$ cat config.mk
export PLATFORM = sky130hd
export DESIGN_NAME = serial_subtractor_4b
export DESIGN_NICKNAME = d
export VERILOG_FILES = /design/src/rtl/serial_subtractor_4b_pkg.sv /design/src/rtl/full_subtractor_1b.sv /design/src/rtl/serial_subtractor_4b.sv
export SDC_FILE = /design/constraint.sdc
export NUM_CORES = 1
export LEC_CHECK = 0
export BUFFER_PORTS_ARGS = -buffer_cell sky130_fd_sc_hd__buf_2
export CAP_MARGIN = 15
export CORE_MARGIN = 4
export CORE_UTILIZATION = 32
export DETAILED_ROUTE_END_ITERATION = 10
export PLACE_DENSITY = 0.58
export SETUP_SLACK_MARGIN = 0.1
export SLEW_MARGIN = 5
export SYNTH_ARGS = -nofsm -noshare
export SYNTH_HDL_FRONTEND = slang
export SYNTH_SLANG_ARGS = --single-unit
$ cat constraint.sdc
create_clock -name clk -period 3.1 [get_ports clk]
set_input_delay 0.62 -clock clk [delete_from_list [all_inputs] [get_ports clk]]
set_output_delay 0.62 -clock clk [all_outputs]
set_load 0.005 [all_outputs]
$ cat src/rtl/serial_subtractor_4b_pkg.sv
// Shared definitions for the bit-serial subtractor: FSM state encoding and default width.
package serial_subtractor_4b_pkg;

    typedef enum logic [1:0] {
        IDLE  = 2'd0,
        SHIFT = 2'd1,
        DONE  = 2'd2
    } state_t;

    localparam int DEFAULT_WIDTH = 4;

endpackage

$ cat src/rtl/full_subtractor_1b.sv
// One-bit full subtractor: x - y - bi, producing the difference bit and borrow-out.
module full_subtractor_1b (
    input  logic x,
    input  logic y,
    input  logic bi,
    output logic diff,
    output logic bo
);

    assign diff = x ^ y ^ bi;
    assign bo   = (~x & y) | (~(x ^ y) & bi);

endmodule

$ cat src/rtl/serial_subtractor_4b.sv
// Bit-serial subtractor: computes a - b - bin LSB first, one bit per cycle,
// and publishes the difference and borrow-out together with a one-cycle done pulse.
module serial_subtractor_4b
    import serial_subtractor_4b_pkg::*;
#(
    parameter int WIDTH = DEFAULT_WIDTH
) (
    input  logic             clk,
    input  logic             rst,
    input  logic             start,
    input  logic [WIDTH-1:0] a,
    input  logic [WIDTH-1:0] b,
    input  logic             bin,
    output logic             busy,
    output logic             done,
    output logic [WIDTH-1:0] d,
    output logic             bout
);

    localparam int CNT_W = $clog2(WIDTH) + 1;
    localparam int IDX_W = $clog2(WIDTH);

    state_t             r_state;
    state_t             w_next;
    logic [WIDTH-1:0]   r_a;
    logic [WIDTH-1:0]   r_b;
    logic               r_br;
    logic [CNT_W-1:0]   r_cnt;
    logic [WIDTH-1:0]   r_sh;
    logic [WIDTH-1:0]   r_d;
    logic               r_bout;

    logic               w_load;
    logic               w_shift;
    logic               w_last;
    logic [IDX_W-1:0]   w_idx;
    logic               w_diff;
    logic               w_bo;
    logic [WIDTH-1:0]   w_sh_next;

    assign w_idx     = r_cnt[IDX_W-1:0];
    assign w_last    = (r_cnt == CNT_W'(WIDTH - 1));
    assign w_sh_next = {w_diff, r_sh[WIDTH-1:1]};

    full_subtractor_1b u_fs (
        .x    (r_a[w_idx]),
        .y    (r_b[w_idx]),
        .bi   (r_br),
        .diff (w_diff),
        .bo   (w_bo)
    );

    always_ff @(posedge clk) begin
        if (rst) begin
            r_state <= IDLE;
        end else begin
            r_state <= w_next;
        end
    end

    always_comb begin
        w_next  = r_state;
        w_load  = 1'b0;
        w_shift = 1'b0;
        busy    = 1'b0;
        done    = 1'b0;
        case (r_state)
            IDLE: begin
                if (start) begin
                    w_load = 1'b1;
                    w_next = SHIFT;
                end
            end
            SHIFT: begin
                busy    = 1'b1;
                w_shift = 1'b1;
                if (w_last) begin
                    w_next = DONE;
                end
            end
            DONE: begin
                busy   = 1'b1;
                done   = 1'b1;
                w_next = IDLE;
            end
            default: w_next = IDLE;
        endcase
    end

    // Result registers load only on the final shift, so partial sums never reach d.
    always_ff @(posedge clk) begin
        if (rst) begin
            r_a    <= '0;
            r_b    <= '0;
            r_br   <= 1'b0;
            r_cnt  <= '0;
            r_sh   <= '0;
            r_d    <= '0;
            r_bout <= 1'b0;
        end else if (w_load) begin
            r_a   <= a;
            r_b   <= b;
            r_br  <= bin;
            r_cnt <= '0;
            r_sh  <= '0;
        end else if (w_shift) begin
            r_sh  <= w_sh_next;
            r_br  <= w_bo;
            r_cnt <= r_cnt + CNT_W'(1);
            if (w_last) begin
                r_d    <= w_sh_next;
                r_bout <= w_bo;
            end
        end
    end

    assign d    = r_d;
    assign bout = r_bout;

endmodule

Word-level counts from Yosys, hierarchy flattened
Cells that the tools add are included.

Register bits after elaboration: 23. Bits in latches: 0. Bits in writable memories: 0. ROM bits: 0. Bits of input ports: 12. Memories kept: 0.

Add/subtract/negate cells: 1. $mul: 0. Divide/modulo/power cells: 0. $lt $le $gt $ge: 1. Equality and inequality tests: 5. Shifts and indexed selects: 0. Mux-type cells: 14. Bitwise logic cells: 8. Reductions and logical operators: 6.

Operators with widths (count): 1-bit 2-to-1 mux (9); 1-bit binary-select mux with 2-bit select (2); 2-bit 2-to-1 mux (2); 2-bit != test, second input constant (2); 2-bit case mux with 2 select lines (1); 2-bit OR reduction (2); 3-bit by 1-bit adder with 3-bit output, second input constant (1); 3-bit by 2-bit == test with 1-bit output, second input constant (1); 2-bit by 3-bit less-than comparator with 1-bit output, second input constant (1); 1-bit NOT (3); 3-bit AND reduction (1); 1-bit AND (2); 2-bit by 1-bit == test with 1-bit output, second input constant (1); 2-bit == test, second input constant (1); 2-bit zero test (1); 2-bit AND reduction (1); 2-bit nonzero test (1); 1-bit bitwise XOR (2); 1-bit bitwise OR (1).

Depth between registers and ports, before layout
Depth after elaboration: 8. Mapped depth: 6. Depth with buffers taken out: 5.

Cells and area by module
From an unflattened synthesis, not the netlist that was laid out.

Cell total of the unflattened synthesis: 111. Area total of the unflattened synthesis: 1043.5 µm².

Modules (own cells, without submodules): serial_subtractor_4b (instances 1, cells an instance 107, area each 1012.2 µm²); full_subtractor_1b (instances 1, cells an instance 4, area each 31.3 µm²).

Worst setup path after synthesis
No wires, ideal clock.

Path type: flip-flop to flip-flop. Start point: register r_cnt[0]. End point: register r_d[3] (netlist: d[3]). Library setup time: 0.091 ns. Arrival: 1.698 ns. Data required time: 3.009 ns. Path slack: 1.311 ns. Stages on the path, launching flop included: 4. Path buffers: 0. Path through: dfxtp_1 mux4_1 fa_1 a311oi_1.

Word-level cells in the longest chain between the ends: 4. Elaborated cells between the ends (all ways): 8. Classes of those cells: eq/ne: 1; mux: 4; bitwise: 2; reduce/logical: 1.

Ends and longest elaborated chain: from (decl) (RTL line serial_subtractor_4b.sv:28) `logic [CNT_W-1:0] r_cnt;`; from (signal assigned) (RTL line serial_subtractor_4b.sv:109) `r_cnt <= r_cnt + CNT_W'(1);`; 1-bit binary-select mux with 2-bit select (on tied branches) (RTL line serial_subtractor_4b.sv:46, serial_subtractor_4b.sv:47); 1-bit 2-to-1 mux (on tied branches) (RTL line serial_subtractor_4b.sv:46, serial_subtractor_4b.sv:47); 1-bit bitwise XOR (2 in series) (RTL line full_subtractor_1b.sv:10) `assign diff = x ^ y ^ bi;`; to (signal assigned) (RTL line serial_subtractor_4b.sv:111) `r_d <= w_sh_next;`; to (decl) (RTL line serial_subtractor_4b.sv:30) `logic [WIDTH-1:0] r_d;`.

Parallel ways exist; a longest one is shown, timed or not. The select of a mux whose other input is x is not followed. A chain may end at the register's enable or synchronous reset.

Worst setup path after layout
Ends and elaborated chain as after synthesis.

==> metrics.cfg <==
[outcome]
status = finished clean

[grt]
grt_pass1_vias = 702
grt_pass1_wl_mm = 3.03
grt-ovfl-total = 0
grt_usage_pct = 9.28
antenna_found_initial = 0
grt_max_degree = 20

[sta]
hold_viol_final = 0
max_slew_margin_pct = 54.3
setup_tns_ns = 0
hold_slack_ns = 0.458
post-route-period-util_pct = 61.7
clock.fmax_ghz = 0.523
skew_ns = 0.0106
rsz0062_at_grt = no
worstMarginPinSlew_ns = 0.685
fin_ws_ns = 1.19
setup_viol = 0
drv_slew = 0
fin_crit_ns = 1.91

[floorplanning]
die_w_um = 64.3
io_pins = 19
die_y_um = 64.3
num_rows = 20
initial_core_util_pct = 33.3
coreArea_mm2 = 0.00305
dieArea_mm2 = 0.00414

[power]
intPower_mw = 0.576
p_leak_nw = 0.478
p_total_mw = 0.851
irDropWorstVdd_v = 0.000353
swShare_pct = 32.3
seqPwrFrac_pct = 42.0
p_per_area_mw_per_mm2 = 728
p_switching_mw = 0.275
pwr-share-comb_pct = 31.9
p_clk_share_pct = 26.0

[clocking]
cts_buffers = 3
postCtsSetupBuffers = 0
path_clk_slew_ns = 0.13
cts_tree = yes
post_cts_resized = 0
cts_buffer_depth = 2
cts_root_buf = clkbuf_4
cts_sinks = 22
clk-insertion-delay-late_ns = 0.31
ctsHtreeMaxLevel = 1
postCtsHoldBufs = 0

[synthesis]
syn_area_per_cell_um2 = 9.32
synthArstFlopShare_pct = 0
synth_simple_gate_area_share_pct = 17.1
synth_fa_ha_area_share_pct = 10.6
synth_top_family_by_area = simple AND/OR/NAND/NOR gates
syn-num-nets = 129
yosysUniqueCellTypes = 22
synth_area_leaders = dfxtp_1, ha_1, nand2_1
yosysWarnings = 0
ys_seq_area_share_pct = 43.3
synth_flop_cell = dfxtp_1
synth-edff-count = 0
yosys-top-cells-count = dfxtp_1, nand2_1, a21oi_1
synth_seq_cells = 22
synth_xor_area_share_pct = 0.862
synth.area.mux_share_pct = 10.7
yosysTopAreaCellShare_pct = 43.3
yosysTopAreaCell = dfxtp_1
netlist_instances = 109
syn-cell-area_mm2 = 0.00102
synth_compound_area_share_pct = 10.7

[final_layout]
syn_to_final_growth_pct = 15.0
nets = 145
stdcell_count = 168
drive_gt1_share_pct = 20.2
antenna_cells = 0
fill_cells = 327
final_util_pct = 38.3
final_cell_area_mm2 = 0.00117

[placement]
dp_slack_ns = 1.21
hpwlAfterDp_mm = 1.29
place_inst = 164
place.port_buffers = 18
place.gp.congestion = 0.727
placed_cell_area_mm2 = 0.00112

[critical_path]
r2r_setup_slack_ns = 1.19
worstPathMaxFanout = 4
r2r_start = r_cnt[0]
reg2regPathDepth = 3
timing.rr.end = d[3]
cp-end-kind = register
path_cells = mux4_1, fa_1, a311oi_1
critPathLaunchType = register
cp_data_required_time_ns = 3.34
worstPathArrival_ns = 2.15
cpPeakStageDelay_ns = 0.61
slowest_stage = mux4_1
crit_type = register to register

[drt]
vias = 740
antenna_left = 0
wirelength_mm = 1.78
drc_errors = 0
wl_per_cell_um = 10.6
viasPerCell = 4.40
first_pass_iters = 4
drtIter0Drc = 17

[worst_hold_path]
hold_path.class = register to register
holdPathStages = 2
min_from = r_b[1]
hold_end = r_b[1]

[run]
cap_violations = 0

-- power by group through the flow --
stage | Combinational, mW | Sequential, mW | Clock (mW)
6_report | 0.272 | 0.358 | 0.221
5_1_grt | 0.307 | 0.364 | 0.233
4_1_cts | 0.277 | 0.358 | 0.226
3_5_place_dp | 0.274 | 0.364 | 0
3_3_place_gp | 0.265 | 0.363 | 0
2_1_floorplan | 0.243 | 0.356 | 0
-- sequential cells by signal, indices dropped and copies added (netlist names) --
| register | flops |
|---|---|
| r_a | 4 |
| r_b | 4 |
| r_cnt | 3 |
| r_sh | 3 |
| d | 4 |
| r_state | 2 |
| bout | 1 |
| r_br | 1 |
-- metal layers --
metal | up-vias | GRT usage, % | share of wire (%)
met5 | - | 0 | 0
met4 | 0 | 2.37 | 0.56
met3 | 2 | 3.87 | 6.2
met2 | 18 | 15.2 | 43
met1 | 332 | 11.2 | 50
li1 | 388 | - | -
-- worst max-delay path, delay by kind of cell (launching register included) --
| family | cells | cell delay, ns |
|---|---|---|
| flops | 1 | 0.46 |
| compound gates | 1 | 0.27 |
| fa+ha+maj | 1 | 0.50 |
| mux | 1 | 0.61 |
-- cell type report --
type | instances | area (µm²) | share of cell area, %
clock buffer | 3 | 22.5 | 1.93
multi-input combinational | 74 | 508 | 43.5
sequential | 22 | 440 | 37.7
clock inverter | 1 | 30.0 | 2.57
timing repair buffer | 18 | 90.1 | 7.71
tap | 44 | 55.1 | 4.71
inverter | 6 | 22.5 | 1.93
-- kinds of logic (layout without fill, tap and decap cells) --
logic type               count (synthesis)  after routing
buffers and inverters                   13             28
AND/OR/NAND/NOR                         39             39
adder cells (fa/ha/maj)                  8              8
multiplexers                             8              8
flip-flops                              22             22
XOR/XNOR                                 1              1
AO/OA/AOI/OAI                           18             18
-- cell usage in the layout, fill, tap and decap left out --
master / synthesis / final
a22oi_2: 1 / 1
fa_1: 1 / 1
nor2_1: 7 / 7
a311oi_1: 1 / 1
inv_1: 6 / 6
mux4_2: 1 / 1
nand2b_4: 1 / 1
nand2_1: 22 / 22
mux4_1: 1 / 1
xnor2_1: 1 / 1
clkbuf_4: 0 / 3
a21oi_1: 13 / 13
buf_2: 3 / 18
dfxtp_1: 22 / 22
nand3_1: 4 / 4
nand2b_1: 4 / 4
bufinv_16: 0 / 1
ha_1: 7 / 7
a211oi_1: 3 / 3
mux2i_1: 6 / 6
and2_1: 1 / 1
-- worst max path at each step --
stage               endpoint  cells after the start  slack (ns)     start
global placement        d[3]                      3        1.28  r_cnt[0]
floorplan               d[3]                      3        1.31  r_cnt[0]
global route            d[3]                      3        1.09  r_cnt[0]
detailed placement      d[3]                      3        1.21  r_cnt[0]
CTS                     d[3]                      3        1.18  r_cnt[0]
finish                  d[3]                      3        1.19  r_cnt[0]
Note: power is estimated with default switching activity, not from simulation.
